==> src/rtl/csr_rmw_seq_if.sv <==
// csr_rmw_seq_if: request, CSR file, ALU, register-file and status signals of the CSR read-modify-write sequencer
//   slave  : sequencer side (takes the request, reads/writes the CSR, drives the ALU, writes the RF)
//   master : environment side (issues the request, returns CSR read data and ALU result)
interface csr_rmw_seq_if;
   logic        req_valid;
   logic        req_ready;
   logic [2:0]  funct3;
   logic [11:0] csr_addr;
   logic [31:0] rs1_data;
   logic [4:0]  rs1_zimm;
   logic [4:0]  rd;
   logic        csr_rd_en;
   logic [11:0] csr_rd_addr;
   logic [31:0] csr_rd_data;
   logic [31:0] alu_a;
   logic [31:0] alu_b;
   logic [3:0]  alu_op;
   logic [31:0] alu_result;
   logic        csr_wr_en;
   logic [11:0] csr_wr_addr;
   logic [31:0] csr_wr_data;
   logic        rf_wr_en;
   logic [4:0]  rf_wr_addr;
   logic [31:0] rf_wr_data;
   logic        stall;
   logic        done;
   logic        illegal;
   modport slave (
      input  req_valid, funct3, csr_addr, rs1_data, rs1_zimm, rd, csr_rd_data, alu_result,
      output req_ready, csr_rd_en, csr_rd_addr, alu_a, alu_b, alu_op,
             csr_wr_en, csr_wr_addr, csr_wr_data, rf_wr_en, rf_wr_addr, rf_wr_data,
             stall, done, illegal
   );
   modport master (
      output req_valid, funct3, csr_addr, rs1_data, rs1_zimm, rd, csr_rd_data, alu_result,
      input  req_ready, csr_rd_en, csr_rd_addr, alu_a, alu_b, alu_op,
             csr_wr_en, csr_wr_addr, csr_wr_data, rf_wr_en, rf_wr_addr, rf_wr_data,
             stall, done, illegal
   );
endinterface

==> src/rtl/csr_rmw_seq.sv <==
// csr_rmw_seq: four-state CSR read-modify-write sequencer (IDLE -> READ -> EXEC -> WRITE)
//   clock, reset : sole clock, synchronous active-high reset
//   bus          : csr_rmw_seq_if.slave (request, CSR read/write, ALU, RF write, stall/done/illegal)
//   CSR_WRITE_SUPPRESS_EN : when defined, set/clear forms with a zero source skip the CSR write
module csr_rmw_seq (
   input logic          clock,
   input logic          reset,
   csr_rmw_seq_if.slave bus
);
   localparam logic [3:0] ALU_PASS = 4'd0, ALU_OR = 4'd1, ALU_CLEAR = 4'd2;
   typedef enum logic [1:0] {IDLE, READ, EXEC, WRITE} state_t;
   state_t      state, state_nx;
   logic [2:0]  f3;
   logic [11:0] addr;
   logic [31:0] rs1, old, res;
   logic [4:0]  zimm, rd;
   logic        legal, wr_ok;
   // funct3 000 and 100 are the only non-CSR encodings
   assign legal = bus.funct3[1:0] != 2'b00;
`ifdef CSR_WRITE_SUPPRESS_EN
   // funct3[1] marks the set/clear forms; a zero rs1 index or zimm means no side effect
   assign wr_ok = !(f3[1] && zimm == 5'd0);
`else
   assign wr_ok = 1'b1;
`endif
   always_ff @(posedge clock)
      if (reset) state <= IDLE;
      else       state <= state_nx;
   always_ff @(posedge clock)
      if (reset) begin
         f3   <= '0;
         addr <= '0;
         rs1  <= '0;
         zimm <= '0;
         rd   <= '0;
         old  <= '0;
         res  <= '0;
      end else if (state == IDLE && bus.req_valid && legal) begin
         f3   <= bus.funct3;
         addr <= bus.csr_addr;
         rs1  <= bus.rs1_data;
         zimm <= bus.rs1_zimm;
         rd   <= bus.rd;
      end else if (state == EXEC) begin
         old <= bus.csr_rd_data;
         res <= bus.alu_result;
      end
   // every output is gated by reset so an aborted operation never writes or completes
   always_comb begin
      state_nx        = state;
      bus.req_ready   = state == IDLE;
      bus.stall       = 1'b0;
      bus.illegal     = 1'b0;
      bus.csr_rd_en   = 1'b0;
      bus.csr_rd_addr = '0;
      bus.alu_a       = '0;
      bus.alu_b       = '0;
      bus.alu_op      = ALU_PASS;
      bus.csr_wr_en   = 1'b0;
      bus.csr_wr_addr = '0;
      bus.csr_wr_data = '0;
      bus.rf_wr_en    = 1'b0;
      bus.rf_wr_addr  = '0;
      bus.rf_wr_data  = '0;
      bus.done        = 1'b0;
      if (!reset)
         case (state)
            IDLE: if (bus.req_valid) begin
               state_nx    = legal ? READ : IDLE;
               bus.stall   = legal;
               bus.illegal = !legal;
            end
            READ: begin
               state_nx        = EXEC;
               bus.stall       = 1'b1;
               bus.csr_rd_en   = 1'b1;
               bus.csr_rd_addr = addr;
            end
            EXEC: begin
               state_nx   = WRITE;
               bus.stall  = 1'b1;
               bus.alu_a  = f3[2] ? {27'b0, zimm} : rs1;
               bus.alu_b  = bus.csr_rd_data;
               bus.alu_op = f3[1:0] == 2'b01 ? ALU_PASS : f3[1:0] == 2'b10 ? ALU_OR : ALU_CLEAR;
            end
            WRITE: begin
               state_nx        = IDLE;
               bus.csr_wr_en   = wr_ok;
               bus.csr_wr_addr = addr;
               bus.csr_wr_data = res;
               bus.rf_wr_en    = rd != 5'd0;
               bus.rf_wr_addr  = rd;
               bus.rf_wr_data  = old;
               bus.done        = 1'b1;
            end
            default: state_nx = IDLE;
         endcase
   end
endmodule

==> src/flat_wrapper.sv <==
// flat-port wrapper written by rule: the top's interface ports become plain ports
module csr_rmw_seq_flat 
  (clock, reset, bus_req_valid, bus_funct3, bus_csr_addr, bus_rs1_data, bus_rs1_zimm, bus_rd, bus_csr_rd_data, bus_alu_result, bus_req_ready, bus_csr_rd_en, bus_csr_rd_addr, bus_alu_a, bus_alu_b, bus_alu_op, bus_csr_wr_en, bus_csr_wr_addr, bus_csr_wr_data, bus_rf_wr_en, bus_rf_wr_addr, bus_rf_wr_data, bus_stall, bus_done, bus_illegal);
  csr_rmw_seq_if bus_i ();
  input logic clock;
  input logic reset;
  input wire logic [$bits(bus_i.req_valid)-1:0] bus_req_valid;
  input wire logic [$bits(bus_i.funct3)-1:0] bus_funct3;
  input wire logic [$bits(bus_i.csr_addr)-1:0] bus_csr_addr;
  input wire logic [$bits(bus_i.rs1_data)-1:0] bus_rs1_data;
  input wire logic [$bits(bus_i.rs1_zimm)-1:0] bus_rs1_zimm;
  input wire logic [$bits(bus_i.rd)-1:0] bus_rd;
  input wire logic [$bits(bus_i.csr_rd_data)-1:0] bus_csr_rd_data;
  input wire logic [$bits(bus_i.alu_result)-1:0] bus_alu_result;
  output wire logic [$bits(bus_i.req_ready)-1:0] bus_req_ready;
  output wire logic [$bits(bus_i.csr_rd_en)-1:0] bus_csr_rd_en;
  output wire logic [$bits(bus_i.csr_rd_addr)-1:0] bus_csr_rd_addr;
  output wire logic [$bits(bus_i.alu_a)-1:0] bus_alu_a;
  output wire logic [$bits(bus_i.alu_b)-1:0] bus_alu_b;
  output wire logic [$bits(bus_i.alu_op)-1:0] bus_alu_op;
  output wire logic [$bits(bus_i.csr_wr_en)-1:0] bus_csr_wr_en;
  output wire logic [$bits(bus_i.csr_wr_addr)-1:0] bus_csr_wr_addr;
  output wire logic [$bits(bus_i.csr_wr_data)-1:0] bus_csr_wr_data;
  output wire logic [$bits(bus_i.rf_wr_en)-1:0] bus_rf_wr_en;
  output wire logic [$bits(bus_i.rf_wr_addr)-1:0] bus_rf_wr_addr;
  output wire logic [$bits(bus_i.rf_wr_data)-1:0] bus_rf_wr_data;
  output wire logic [$bits(bus_i.stall)-1:0] bus_stall;
  output wire logic [$bits(bus_i.done)-1:0] bus_done;
  output wire logic [$bits(bus_i.illegal)-1:0] bus_illegal;
  assign bus_i.req_valid = bus_req_valid;
  assign bus_i.funct3 = bus_funct3;
  assign bus_i.csr_addr = bus_csr_addr;
  assign bus_i.rs1_data = bus_rs1_data;
  assign bus_i.rs1_zimm = bus_rs1_zimm;
  assign bus_i.rd = bus_rd;
  assign bus_i.csr_rd_data = bus_csr_rd_data;
  assign bus_i.alu_result = bus_alu_result;
  assign bus_req_ready = bus_i.req_ready;
  assign bus_csr_rd_en = bus_i.csr_rd_en;
  assign bus_csr_rd_addr = bus_i.csr_rd_addr;
  assign bus_alu_a = bus_i.alu_a;
  assign bus_alu_b = bus_i.alu_b;
  assign bus_alu_op = bus_i.alu_op;
  assign bus_csr_wr_en = bus_i.csr_wr_en;
  assign bus_csr_wr_addr = bus_i.csr_wr_addr;
  assign bus_csr_wr_data = bus_i.csr_wr_data;
  assign bus_rf_wr_en = bus_i.rf_wr_en;
  assign bus_rf_wr_addr = bus_i.rf_wr_addr;
  assign bus_rf_wr_data = bus_i.rf_wr_data;
  assign bus_stall = bus_i.stall;
  assign bus_done = bus_i.done;
  assign bus_illegal = bus_i.illegal;
  csr_rmw_seq u_core (.clock(clock), .reset(reset), .bus(bus_i));
endmodule
==> config.mk <==
export PLATFORM = sky130hd
export DESIGN_NAME = csr_rmw_seq_flat
export DESIGN_NICKNAME = d
export VERILOG_FILES = /design/src/rtl/csr_rmw_seq_if.sv /design/src/rtl/csr_rmw_seq.sv /design/src/flat_wrapper.sv
export SDC_FILE = /design/constraint.sdc
export NUM_CORES = 1
export LEC_CHECK = 0
export ABC_CLOCK_PERIOD_IN_PS = 2900
export CORE_MARGIN = 5
export CORE_UTILIZATION = 50
export CTS_BUF_LIST = sky130_fd_sc_hd__clkbuf_2 sky130_fd_sc_hd__clkbuf_4 sky130_fd_sc_hd__clkbuf_8
export DETAILED_ROUTE_END_ITERATION = 10
export DONT_BUFFER_PORTS = 1
export HOLD_SLACK_MARGIN = 0.03
export SYNTH_ARGS = -nofsm -noshare
export SYNTH_HDL_FRONTEND = slang
export SYNTH_SLANG_ARGS = --single-unit
==> constraint.sdc <==
create_clock -name clock -period 2.9 [get_ports clock]
set_input_delay 0.725 -clock clock [delete_from_list [all_inputs] [get_ports clock]]
set_output_delay 0.725 -clock clock [all_outputs]
set_load 0.02 [all_outputs]
# --- Word level (Yosys, flattened, before mapping) ---
# Cells that the tools add are included.
word_totals:
  reg_bits: 123
  latchBits: 0
  wordCells: 57
  mem_bits_rw: 0
  rom_bits: 0
  n_memories: 0
  output_inout_bits: 168
classes:
  shift: 0
  add_sub_neg: 0
  bitwise: 1
  n_div: 0
  n_lt_le_gt_ge: 0
  eq_ne: 6
  n_mul: 0
  mux: 34
  reduce_logical: 8
ops:
  columns: ["op", "count"]
  rows:
  - ["$mux 32", 9]
  - ["$mux 12", 4]
  - ["$mux 1", 12]
  - ["$mux 4", 3]
  - ["$mux 5", 2]
  - ["$pmux 2 s4", 1]
  - ["$eq 2x2->1 const B", 3]
  - ["$reduce_bool 5->1", 1]
  - ["$eq 2x1->1 const B", 2]
  - ["$mux 2", 2]
  - ["$logic_and 1x1->1", 2]
  - ["$logic_not 2->1", 1]
  - ["$ne 2x2->1 const B", 1]
  - ["$pmux 1 s2", 1]
  - ["$reduce_and 2->1", 1]
  - ["$reduce_bool 2->1", 1]
  - ["$reduce_or 2->1", 1]
  - ["$logic_not 1->1", 1]
  - ["$not 1->1", 1]

# --- Longest topological paths before layout ---
logic_depth:
  ltp_word: 5
  ltp_mapped: 7

# --- Worst setup path before layout ---
# Ideal clock, no wire load.
synth_path:
  path_kind: "reg-to-output"
  from: "register u_core.state[0]"
  to: "output bus_stall"
  required_ns: 2.175
  stages_incl_launch_ff: 7
  slack_ns: 0.447
  arrival_ns: 1.728
  cell_sequence: "dfxtp_1 inv_1 ha_1 o211a_1 buf_6 nor2_1 nor3_1"
synth_between:
  word_cells_on_any_way: 6
synth_rtl:
  columns: ["item", "line", "source"]
  rows:
  - ["from (decl)", "csr_rmw_seq.sv:12", "state_t state, state_nx;"]
  - ["from (signal assigned)", "csr_rmw_seq.sv:28", "else state <= state_nx;"]
  - ["$logic_not 2->1", null, null]
  - ["via bus_req_ready", "flat_wrapper.sv:15", "output wire logic [$bits(bus_i.req_ready)-1:0] bus_req_ready;"]
  - ["$pmux 1 s2", "csr_rmw_seq.sv:67", "case (state)"]
  - ["$mux 1", "csr_rmw_seq.sv:66", "if (!reset)"]
  - ["to (decl)", "flat_wrapper.sv:27", "output wire logic [$bits(bus_i.stall)-1:0] bus_stall;"]
# The timed path passes the listed nets, and every way through them passes these cells.

# --- Worst setup path after layout ---
layout_path:
  from: "register u_core.state[1]"
  to: "output bus_csr_wr_data[1]"
layout_between:
  elab_chain_cells: 3
layout_lines:
  columns: ["item", "line", "source"]
  rows:
  - ["$eq 2x2->1", "csr_rmw_seq.sv:67", null]
  - ["$mux 32", "csr_rmw_seq.sv:67", null]
  - ["$mux 32", "csr_rmw_seq.sv:66", null]
  - ["to (decl)", "flat_wrapper.sv:23", "output wire logic [$bits(bus_i.csr_wr_data)-1:0] bus_csr_wr_data;"]
# No other way between the ends.

==> results.sh <==
export IMPL_status="finished, final reports clean"
export IMPL_ant_nets=0
export IMPL_synth_edf_count=0
export IMPL_initial_core_util_pct=51.68
export IMPL_final_core_util_pct=55.42
export IMPL_critPathTopFamily="flip-flops"
export IMPL_p_per_area_nw_per_um2=853.4
export IMPL_p_sw_share_pct=33.49
export IMPL_nets=785
export IMPL_pin_count=292
export IMPL_yosysSeqAreaShare_pct=43.57
export IMPL_fin_cells=806
export IMPL_finalHoldViolCount=0
export IMPL_root_buffer="clkbuf_8"
export IMPL_critPathKind="flip-flop to primary output"
export IMPL_drive_gt1_share_pct=8.859
export IMPL_cts_sinks=123
export IMPL_drc=0
export IMPL_grt_pass1_wl_microns=21220
export IMPL_syn_inst=670
export IMPL_r2r_slack_ns=0.95
export IMPL_end_kind="primary output"
export IMPL_rsz0062_at_grt="no"
export IMPL_pre_cts_ws_ns=0.5888
export IMPL_synthDominantCellAreaShare_pct=43.57
export IMPL_fp_dieW_microns=116.3
export IMPL_hold_buffers=0
export IMPL_die_y_microns=116.3
export IMPL_cts_tree="yes"
export IMPL_overflow=0
export IMPL_r2r_cells=7
export IMPL_vias=4230
export IMPL_place_hpwl_microns=10370
export IMPL_finalInstanceArea_sq_um=6061
export IMPL_clock_latency_ns=0.43
export IMPL_clockPowerShare_pct=27.9
export IMPL_post_route_period_util_pct=94.00
export IMPL_drtIter0Drc=158
export IMPL_place_congestion=0.7744
export IMPL_synth_seq_cells=123
export IMPL_grt_usage_pct=20.42
export IMPL_ys_types=26
export IMPL_tns_ns=0
export IMPL_antennaDiodeCount=0
export IMPL_layout_setup_ws_ns=0.1739
export IMPL_numCtsBuffers=17
export IMPL_viasPerCell=5.248
export IMPL_start_kind="flip-flop"
export IMPL_skew_ns=0.005500
export IMPL_synthArstFlopShare_pct=0
export IMPL_final_min_clock_period_ns=2.726
export IMPL_synth_most_common_cell="and2_1"
export IMPL_worstPathCellList="ha_1 -> nor2b_4 -> buf_4 -> and2_1"
export IMPL_maxSlewViolCount=0
export IMPL_path_clk_slew_ns=0.06
export IMPL_fin_hold_ws_ns=0.3758
export IMPL_drv_cap=0
export IMPL_power_switching_mw=1.732
export IMPL_cts_setup_buffers=0
export IMPL_netlist_area_sq_um=5652
export IMPL_syn_area_per_cell_sq_um=8.435
export IMPL_worstMarginPinSlew_ns=0.6890
export IMPL_whs_path_depth=1
export IMPL_finalSetupViolCount=0
export IMPL_h_tree_depth=4
export IMPL_min_delay_start="reset"
export IMPL_cpPeakStageDelay_ns=0.48
export IMPL_rr_endpoint="u_core.rs1[30]"
export IMPL_routedWlPerCell_microns=17.71
export IMPL_vdd_ir_drop_max_mv=0.4839
export IMPL_crit_required_ns=2.17
export IMPL_critPathMaxFanout=56
export IMPL_antenna_found_initial=0
export IMPL_p_seq_share_pct=42.7
export IMPL_dp_cells=774
export IMPL_synthTopCellsByCount="154 x and2_1, 123 x dfxtp_1, 114 x nand2_1"
export IMPL_rows=38
export IMPL_internal_power_mw=3.440
export IMPL_io_buffers=0
export IMPL_combPwrFrac_pct=29.4
export IMPL_yosys_top_cells_area="dfxtp_1 44%, and2_1 17%, mux2i_1 12%"
export IMPL_slowest_stage="dfxtp_1"
export IMPL_p_leak_nw=2.325
export IMPL_syn_to_final_growth_pct=7.239
export IMPL_synth_ff_type="dfxtp_1"
export IMPL_ys_warn_count=0
export IMPL_hold_path_end="u_core.rd[4]"
export IMPL_p_total_mw=5.172
export IMPL_coreArea_sq_um=10940
export IMPL_path_buf_inv=1
export IMPL_dr_pass1_iters=4
export IMPL_slew_headroom_pct=53.85
export IMPL_hold_class="input port to flip-flop"
export IMPL_r2r_start="u_core.state[1]"
export IMPL_placed_cell_area_sq_um=5659
export IMPL_wirelength_microns=14270
export IMPL_max_freq_ghz=0.3668
export IMPL_grt_max_degree=130
export IMPL_synth_top_area_cell="dfxtp_1"
export IMPL_grt_pass1_vias=4084
export IMPL_cp_arrival_ns=2.00
export IMPL_die_area_sq_um=13530
export IMPL_clock_tree_buffer_depth=2
==> cells in the final DEF, fill, tap and decap left out <==
master / Yosys / final
nor3_1: 1 / 1
nand2b_4: 1 / 1
nor2b_1: 4 / 2
clkinvlp_4: 0 / 1
clkbuf_4: 0 / 3
nand3_1: 2 / 2
and2_2: 0 / 8
o211ai_4: 1 / 1
a211o_1: 1 / 1
or4_1: 1 / 1
mux2i_1: 70 / 70
inv_1: 3 / 3
a21oi_1: 58 / 58
clkinv_2: 0 / 5
nor2b_2: 0 / 1
nor2b_4: 0 / 1
clkbuf_8: 0 / 22
nor2_1: 74 / 74
dfxtp_1: 123 / 123
bufinv_16: 0 / 1
buf_6: 1 / 1
buf_4: 8 / 13
o211a_1: 1 / 1
o21a_1: 1 / 1
nor4_1: 1 / 1
and2_1: 154 / 146
nand2_1: 114 / 114
ha_1: 8 / 7
conb_1: 1 / 2
ha_4: 0 / 1
==> flip-flops by register name, indices dropped and copies added, names as in the netlist <==
signal / flops
u_core.state: 2
u_core.zimm: 5
u_core.res: 32
u_core.addr: 12
u_core.rd: 5
u_core.rs1: 32
u_core.old: 32
u_core.f3: 3
==> worst max-delay path by stage <==
stage / startpoint / to / slack [ns] / cells past startpoint
2_1_floorplan: u_core.state[0] / bus_stall / 0.45 / 6
3_3_place_gp: reset / bus_alu_a[25] / 0.61 / 4
3_5_place_dp: reset / bus_csr_wr_data[1] / 0.59 / 3
4_1_cts: u_core.state[0] / bus_alu_b[13] / 0.10 / 5
5_1_grt: u_core.state[0] / bus_alu_a[11] / 0.0001 / 6
6_report: u_core.state[1] / bus_csr_wr_data[1] / 0.17 / 4
==> cell families after synthesis <==
group / synth area share, %
adder cells (fa/ha/maj): 1.771
AND/OR/NAND/NOR: 30.73
flip-flops: 43.57
other: 0.06635
AO/OA/AOI/OAI: 5.978
multiplexers: 12.40
buffers and inverters: 5.491
==> power by group through the flow <==
stage               Combinational (mW)  Clock [mW]  Sequential [mW]
finish                            1.52        1.44             2.21
CTS                               1.54        1.49             2.21
detailed placement                1.54           0             2.25
floorplan                         1.37           0             2.17
global placement                  1.51           0             2.24
global route                      1.69        1.59             2.26
==> metal layers <==
metal,routed length [microns],global-route usage [%]
met5,0,0
met4,171,8.275
met1,5406,22.83
met3,1567,8.756
met2,7128,34.25
==> timing repair <==
| action | in CTS | in global routing |
|---|---|---|
| endpoints found under the setup margin | 0 | 13 |
| resized for setup | 0 | 9 |
| hold endpoints to repair | 0 | 0 |
==> layout make-up <==
type,count,area (sq um)
Clock buffer,25,325.3
Clock inverter,7,62.56
Fill cell,1062,4875
Inverter,3,11.26
Multi-Input combinational cell,494,2915
Sequential cell,123,2462
Tap cell,140,175.2
Timing Repair Buffer,14,108.9
No activity file was read; power rests on OpenSTA's default activity.
